`src/rtl/iir_mac_sequencer.sv`:
```
// Time-multiplexed 2nd-order IIR: one shared multiply-accumulate unit sequenced
// over five cycles, y = b0*x + b1*x1 + b2*x2 + a1*y1 + a2*y2 (mod 2^ACC_W).
module iir_mac_sequencer #(
   parameter int X_W   = 4,
   parameter int C_W   = 4,
   parameter int ACC_W = 12
) (
   input  logic             clk,
   input  logic             rst,
   input  logic             in_valid,
   output logic             in_ready,
   input  logic [X_W-1:0]   in_x,
   output logic             out_valid,
   input  logic             out_ready,
   output logic [ACC_W-1:0] out_y,
   input  logic             cfg_we,
   input  logic [2:0]       cfg_addr,
   input  logic [C_W-1:0]   cfg_data,
   input  logic             clr_hist,
   output logic             busy
);

   localparam int P_W = C_W + ACC_W;

   typedef enum logic [1:0] {IDLE, MAC, OUT} state_t;

   state_t             state;
   state_t             state_nx;
   logic [2:0]         step;
   logic [X_W-1:0]     x_q;
   logic [X_W-1:0]     x1;
   logic [X_W-1:0]     x2;
   logic [ACC_W-1:0]   y1;
   logic [ACC_W-1:0]   y2;
   logic [ACC_W-1:0]   acc;
   logic [ACC_W-1:0]   acc_nx;
   logic [C_W-1:0]     b0, b1, b2, a1, a2;
   logic [C_W-1:0]     coef_sel;
   logic [ACC_W-1:0]   opnd_sel;
   logic [P_W-1:0]     prod;
   logic               accept;

   // Handshakes: a transfer happens on a rising edge where valid && ready;
   // valid never waits on ready, and out_valid/out_y hold until the transfer.
   assign in_ready = (state == IDLE);
   assign busy     = (state != IDLE);
   assign accept   = in_valid && in_ready;

   // Operand mux for the shared multiplier, indexed by the MAC step.
   always_comb begin
      coef_sel = b0;
      opnd_sel = ACC_W'(x_q);
      case (step)
         3'd1: begin
            coef_sel = b1;
            opnd_sel = ACC_W'(x1);
         end
         3'd2: begin
            coef_sel = b2;
            opnd_sel = ACC_W'(x2);
         end
         3'd3: begin
            coef_sel = a1;
            opnd_sel = y1;
         end
         3'd4: begin
            coef_sel = a2;
            opnd_sel = y2;
         end
         default: ;
      endcase
      prod   = P_W'(coef_sel) * P_W'(opnd_sel);
      acc_nx = acc + prod[ACC_W-1:0];
   end

   always_comb begin
      state_nx = state;
      case (state)
         IDLE:    if (in_valid) state_nx = MAC;
         MAC:     if (step == 3'd4) state_nx = OUT;
         OUT:     if (out_ready) state_nx = IDLE;
         default: state_nx = IDLE;
      endcase
   end

   always_ff @(posedge clk) begin
      if (rst) begin
         state     <= IDLE;
         step      <= '0;
         acc       <= '0;
         x_q       <= '0;
         x1        <= '0;
         x2        <= '0;
         y1        <= '0;
         y2        <= '0;
         out_y     <= '0;
         out_valid <= 1'b0;
         b0        <= C_W'(1);
         b1        <= C_W'(1);
         b2        <= C_W'(1);
         a1        <= C_W'(14);
         a2        <= C_W'(14);
      end else begin
         state <= state_nx;
         case (state)
            IDLE: begin
               // Coefficients and history only change between samples.
               if (cfg_we) begin
                  case (cfg_addr)
                     3'd0:    b0 <= cfg_data;
                     3'd1:    b1 <= cfg_data;
                     3'd2:    b2 <= cfg_data;
                     3'd3:    a1 <= cfg_data;
                     3'd4:    a2 <= cfg_data;
                     default: ;
                  endcase
               end
               if (clr_hist) begin
                  x1 <= '0;
                  x2 <= '0;
                  y1 <= '0;
                  y2 <= '0;
               end
               if (accept) begin
                  x_q  <= in_x;
                  acc  <= '0;
                  step <= '0;
               end
            end
            MAC: begin
               acc  <= acc_nx;
               step <= step + 3'd1;
               if (step == 3'd4) begin
                  step      <= '0;
                  x2        <= x1;
                  x1        <= x_q;
                  y2        <= y1;
                  y1        <= acc_nx;
                  out_y     <= acc_nx;
                  out_valid <= 1'b1;
               end
            end
            OUT: begin
               if (out_ready) out_valid <= 1'b0;
            end
            default: ;
         endcase
      end
   end

endmodule

```
`config.mk`:
```
export PLATFORM = sky130hd
export DESIGN_NAME = iir_mac_sequencer
export DESIGN_NICKNAME = d
export VERILOG_FILES = /design/src/rtl/iir_mac_sequencer.sv
export SDC_FILE = /design/constraint.sdc
export NUM_CORES = 1
export LEC_CHECK = 0
export BUFFER_PORTS_ARGS = -buffer_cell sky130_fd_sc_hd__buf_2
export CAP_MARGIN = 20
export CORE_ASPECT_RATIO = 1.4
export CORE_UTILIZATION = 45
export CTS_BUF_LIST = sky130_fd_sc_hd__clkbuf_4 sky130_fd_sc_hd__clkbuf_8
export DETAILED_ROUTE_END_ITERATION = 10
export PLACE_DENSITY = 0.66
export RECOVER_POWER = 25
export SKIP_CTS_REPAIR_TIMING = 1
export SLEW_MARGIN = 15
export SYNTH_ARGS = -nofsm -noshare
export SYNTH_HDL_FRONTEND = slang
export SYNTH_SLANG_ARGS = --single-unit
```
`constraint.sdc`:
```
create_clock -name clk -period 5.15 [get_ports clk]
set_clock_uncertainty 0.2 [all_clocks]
set_input_delay 0.515 -clock clk [delete_from_list [all_inputs] [get_ports clk]]
set_output_delay 0.515 -clock clk [all_outputs]
set_load 0.02 [all_outputs]
```
Word level (Yosys, flattened, before mapping). Cells that the tools add are included.

Flip-flop bits (word level): 86. Input bits: 17. Output and inout bits: 15. Word-level logic and storage cells: 74.

$add $sub $neg: 2. Multiply operators: 1. Equal/unequal tests: 15. Mux-type cells: 24. Reductions and logical operators: 17.

Operators with widths (count): 12-bit case mux with 2 select lines (3); 12-bit 2-to-1 mux (4); 12-bit case mux with 4 select lines (1); 3-bit AND reduction (8); 4-bit case mux with 2 select lines (2); 4-bit case mux with 4 select lines (1); 12-bit adder (1); 3-bit by 2-bit == test with 1-bit output (second input constant) (4); 4-bit by 12-bit multiplier with 12-bit output (1); 4-bit 2-to-1 mux (3); 3-bit by 1-bit == test with 1-bit output (second input constant) (2); 3-bit == test (second input constant) (2); 2-bit 2-to-1 mux (3); 3-bit 2-to-1 mux (2); 2-bit != test (second input constant) (3); 2-bit case mux with 3 select lines (1); 3-bit case mux with 2 select lines (1); 2-bit AND reduction (3); 2-bit nonzero test (3); 2-bit by 1-bit != test with 1-bit output (second input constant) (2); 3-bit by 1-bit adder with 3-bit output (second input constant) (1); 3-bit zero test (1); 2-bit by 1-bit == test with 1-bit output (second input constant) (1); 2-bit == test (second input constant) (1); other kinds (4) (5).

Logic depth before layout (Yosys ltp).
Depth after elaboration: 6. Depth in mapped cells: 23. Mapped depth without buffers: 21.

Least setup slack after synthesis. No wires, ideal clock.

Kind: flip-flop to flip-flop. From: register step[0]. To: register out_y[11]. Library setup time: 87 ps. Data arrival time: 5352 ps. Data required time: 4863 ps. Slack: -489 ps. Stages on the path, launching flop included: 22. Buffers on the path: 3. Clock period less this slack: 5639 ps. Path through: dfxtp_1 -> inv_1 -> ha_1 -> buf_2 -> or4_4 -> and2_4 -> buf_6 -> mux2i_1 -> clkbuf_1 -> or2_1 -> fa_1 -> fa_1 -> fa_1 -> inv_1 -> ha_1 -> nor2b_1 -> o31a_1 -> o211ai_1 -> nand2_1 -> a31oi_1 -> xnor3_1 -> o31ai_1.

Word-level cells in the longest chain between the ends: 4. Elaborated cells between the ends (all ways): 9. Classes of those cells: 1 x add/sub; 1 x mul; 4 x eq/ne; 2 x mux; 1 x reduce/logical.

Ends and longest elaborated chain: start: declaration (line 29) `logic [2:0] step;`; start signal: assignment (line 132) `step <= step + 3'd1;`; 3-bit == test, or another cell as far along (line 53, 133); 4-bit case mux with 4 select lines or 12-bit case mux with 4 select lines (tied branches) (line 53) `case (step)`; 4-bit by 12-bit multiplier with 12-bit output (line 72) `prod = P_W'(coef_sel) * P_W'(opnd_sel);`; 12-bit adder (line 73) `acc_nx = acc + prod[ACC_W-1:0];`; end signal: assignment (line 139) `out_y <= acc_nx;`; end: declaration (line 15) `output logic [ACC_W-1:0] out_y,`.

Parallel ways exist; a longest one is shown, timed or not. A chain may end at the register's enable or synchronous reset.

Final worst setup path.
From: register step[0]. To: register y1[11].

Word-level cells in the longest chain between the ends: 6. Elaborated cells between the ends (all ways): 12. Classes of those cells: 1 x add/sub; 1 x mul; 5 x eq/ne; 4 x mux; 1 x reduce/logical.

Ends and longest elaborated chain: 3-bit == test, or another cell as far along (line 53, 133); 4-bit case mux with 4 select lines or 12-bit case mux with 4 select lines (tied branches) (line 53); 4-bit by 12-bit multiplier with 12-bit output (line 72); 12-bit adder (line 73); 12-bit 2-to-1 mux (line 133) `if (step == 3'd4) begin`; 12-bit case mux with 2 select lines (line 105) `case (state)`; end signal: assignment (line 138) `y1 <= acc_nx;`; end: declaration (line 33) `logic [ACC_W-1:0] y1;`.

Parallel ways exist; a longest one is shown, timed or not. The select of a mux whose other input is x is not followed.

==> metrics.yaml <==
cts:
  htree_levels: 3
  cts.path.max_buffers: 2
  clkLatencyLatePin_ns: 0.37
  cts_tree: "done"
  cts_root_buf: "clkbuf_8"
  clock_sinks: 86
  numCtsBuffers: 9
  clk_pin_slew_worst_paths_ns: 0.09
routing:
  wl_per_cell_um: 15.8
  drc: 0
  routed_wl_um: 12300
  dr_total_vias: 4250
  vias_per_cell: 5.46
  drt_iter0_drc: 209
  antenna_left: 0
  drtPass1Iterations: 5
timing:
  layout_min_cycle_time_ns: 5.28
  hold_viol: 0
  max_freq_mhz: 189
  fin_hold_ws_ns: 0.175
  slew_headroom_pct: -80.3
  rsz0062_at_grt: "yes"
  worst_pin_slew_ns: 2.70
  setup_viol: 8
  fin_ws_ns: -0.129
  finalCritPeriodShare_pct: 103
  slew_viol_final: 62
floorplanning:
  dieArea_mm2: 0.0112
  core.rowCount: 44
  core_area_mm2: 0.0105
  die_w_um: 89.9
  io-pin-count: 32
  initial_utilization_pct: 46.5
  die-height_um: 125
synthesis:
  synth-seq-area-share_pct: 35.4
  yosys_warnings: 0
  yosysMostFrequentCell: "dfxtp_1"
  syn_inst: 585
  synth-seq-cells: 86
  syn-cell-area_mm2: 0.00487
  async_reset_ff_share_pct: 0
  synth_nets: 648
  synth_top_area_share_pct: 35.4
  avgSynthCellArea_um2: 8.32
  synth_edf_count: 0
  synth_cell_types: 44
  synthTopCellsByCount: "dfxtp_1 (86), nor2_1 (82), nand2_1 (63), a21oi_1 (62), inv_1 (54)"
  ys_top_cells_by_area: "dfxtp_1 (35%), fa_1 (11%), a21oi_1 (6.4%)"
  synth_top_area_cell: "dfxtp_1"
  ys.flop_type: "dfxtp_1"
setup_path:
  r2r-end: "y1[11]"
  rrSetupSlack_ns: -0.13
  path_max_fanout: 6
  critPathLaunchType: "flip-flop"
  crit_required_ns: 5.22
  critPathBufInv: 2
  path_delay_family: "adder cells"
  cp.arrival_ns: 5.35
  path_class: "flip-flop to flip-flop"
  crit_path_end_kind: "flip-flop"
  crit_slowest_cell: "fa_1"
  crit_path_cell_trace: "inv_4 -> ha_4 -> or4_4 -> and2_4 -> o211ai_1 -> o21ai_2 -> or2_1 -> fa_1 -> fa_1 -> fa_1 -> inv_2 -> ha_4 -> nor2b_4 -> o31a_1 -> o211ai_1 -> nand2_2 -> a31oi_4 -> xnor3_2 -> o31ai_2"
  cpMostUsedCell: "fa_1"
  r2r-start: "step[0]"
  cp_slowest_stage_delay_ns: 0.57
  rr_worst_depth: 19
power:
  ir_worst_vdd_uv: 191
  leakagePower_nw: 2.32
  powerDensity_mw_per_mm2: 231
run_status:
  violations: "capacitance limit, slew limit, setup timing"
  outcome: "finished, violations left"
hold_path:
  holdPathStages: 3
  worstHoldStart: "in_x[1]"
  hold_end: "x_q[1]"
  min_path_type: "input pin to flip-flop"
grt:
  grt_usage_pct: 22.1
  grt_overflow_total: 0
  antenna_found_initial: 0
  grt_start_max_net_pins: 62
  grt_pass1_wl_um: 19800
  grt_pass1_vias: 4109
layout:
  n_antenna_cell: 0
  layout-drive-gt1-share_pct: 21.1
  finalInstanceArea_mm2: 0.00591
  area_growth_pct: 21.4
  nNetsFinal: 701
placement:
  portBuffers: 31
  dpl-instance-area_mm2: 0.00542
  post-dp-hpwl_um: 8710
  gp_congestion: 0.846
run:
  maxCapViolations: 1
through the flow:
| step | worst slack, ns | utilization (%) | total power (W) | TNS [ns] | std cells |
|---|---|---|---|---|---|
| finish | -0.129 | 56.5 | 0.00136 | -0.500 | 779 |
| global route | -0.310 | 56.5 | 0.00142 | -3.07 | 779 |
| CTS | -0.262 | 53.7 | 0.00135 | -1.82 | 772 |
| detailed placement | -0.217 | 51.8 | 0.000876 | -1.49 | 758 |
| global placement | -0.126 | 51.8 | 0.000870 | -0.839 | 758 |
| floorplan | -0.0945 | - | 0.000817 | -0.218 | 585 |
registers in the layout, indices dropped and copies added, names as in the netlist, 2 cells and up:
| signal | count |
|---|---|
| a1 | 4 |
| a2 | 4 |
| acc | 12 |
| b0 | 4 |
| b1 | 4 |
| b2 | 4 |
| out_y | 12 |
| state | 2 |
| step | 3 |
| x1 | 4 |
| x2 | 4 |
| x_q | 4 |
| y1 | 12 |
| y2 | 12 |
worst reg2reg max path: stages (launching register included):
cell      delay (ns)
dfxtp_4         0.40
inv_4           0.05
ha_4            0.15
or4_4           0.49
and2_4          0.20
o211ai_1        0.11
o21ai_2         0.09
or2_1           0.25
fa_1            0.57
fa_1            0.44
fa_1            0.53
inv_2           0.05
ha_4            0.21
nor2b_4         0.12
o31a_1          0.26
o211ai_1        0.20
nand2_2         0.12
a31oi_4         0.19
xnor3_2         0.31
o31ai_2         0.24
how the worst max path moves through the flow:
stage	from	cells past startpoint	to
2_1_floorplan	step[1]	21	out_y[11]
3_3_place_gp	step[0]	18	y1[8]
3_5_place_dp	step[0]	19	out_y[11]
4_1_cts	step[0]	19	y1[11]
5_1_grt	step[0]	19	y1[11]
6_report	step[0]	19	y1[11]
routing by layer:
layer,global-route usage [%],share of wire (%),vias to the layer above
met5,0,0,-
met4,7.50,1.4,0
li1,-,-,2069
met3,3.47,3.2,15
met2,39.3,51,91
met1,27.1,44,2075
logic make-up (layout without fill, tap and decap cells):
group	count (synthesis)	count (layout)	share of synthesized area, %
muxes	11	11	2.52
xor gates and xnor gates	13	13	3.06
buffers and inverters	90	145	7.14
adders and majority gates	46	46	15.8
DFF	86	86	35.4
and+or+nand+nor	203	204	18.2
AOI/OAI and AO/OA	136	136	17.8
cell usage in the layout (no fill, tap or decap), types with 4 or more instances in the layout:
master / Yosys / final
a32oi_1: 8 / 8
a22oi_1: 25 / 22
a21oi_2: 0 / 6
buf_4: 0 / 42
a21oi_1: 62 / 55
nand2b_1: 4 / 4
o31ai_2: 0 / 4
dfxtp_1: 86 / 84
nand3b_1: 6 / 6
nor2_2: 0 / 6
xor2_1: 5 / 4
nand3_1: 26 / 26
fa_1: 26 / 26
ha_1: 20 / 12
a211o_1: 8 / 8
buf_2: 2 / 17
inv_1: 54 / 50
clkbuf_8: 0 / 10
o211ai_1: 5 / 5
nor2_1: 82 / 76
or2_1: 8 / 7
mux2i_1: 10 / 9
nand2_1: 63 / 61
ha_4: 0 / 7
clkbuf_1: 33 / 15
o21ai_1: 7 / 4
where the power goes:
group / total [W] / leakage [nW] / switching, W / internal [W]
Combinational: 0.000199 / 1.53 / 0.000118 / 0.0000809
Sequential: 0.000684 / 0.697 / 0.0000102 / 0.000674
Clock: 0.000481 / 0.0949 / 0.000242 / 0.000239
Total: 0.00136 / 2.32 / 0.000371 / 0.000994
area by class of cell:
type	instances	area, um^2
tap	138	173
multi-input combinational	410	3120
clock inverter	3	46.3
clock buffer	11	145
sequential	86	1730
fill	978	4550
timing repair buffer	77	490
inverter	54	205
Power figures use the tool's default switching activity.
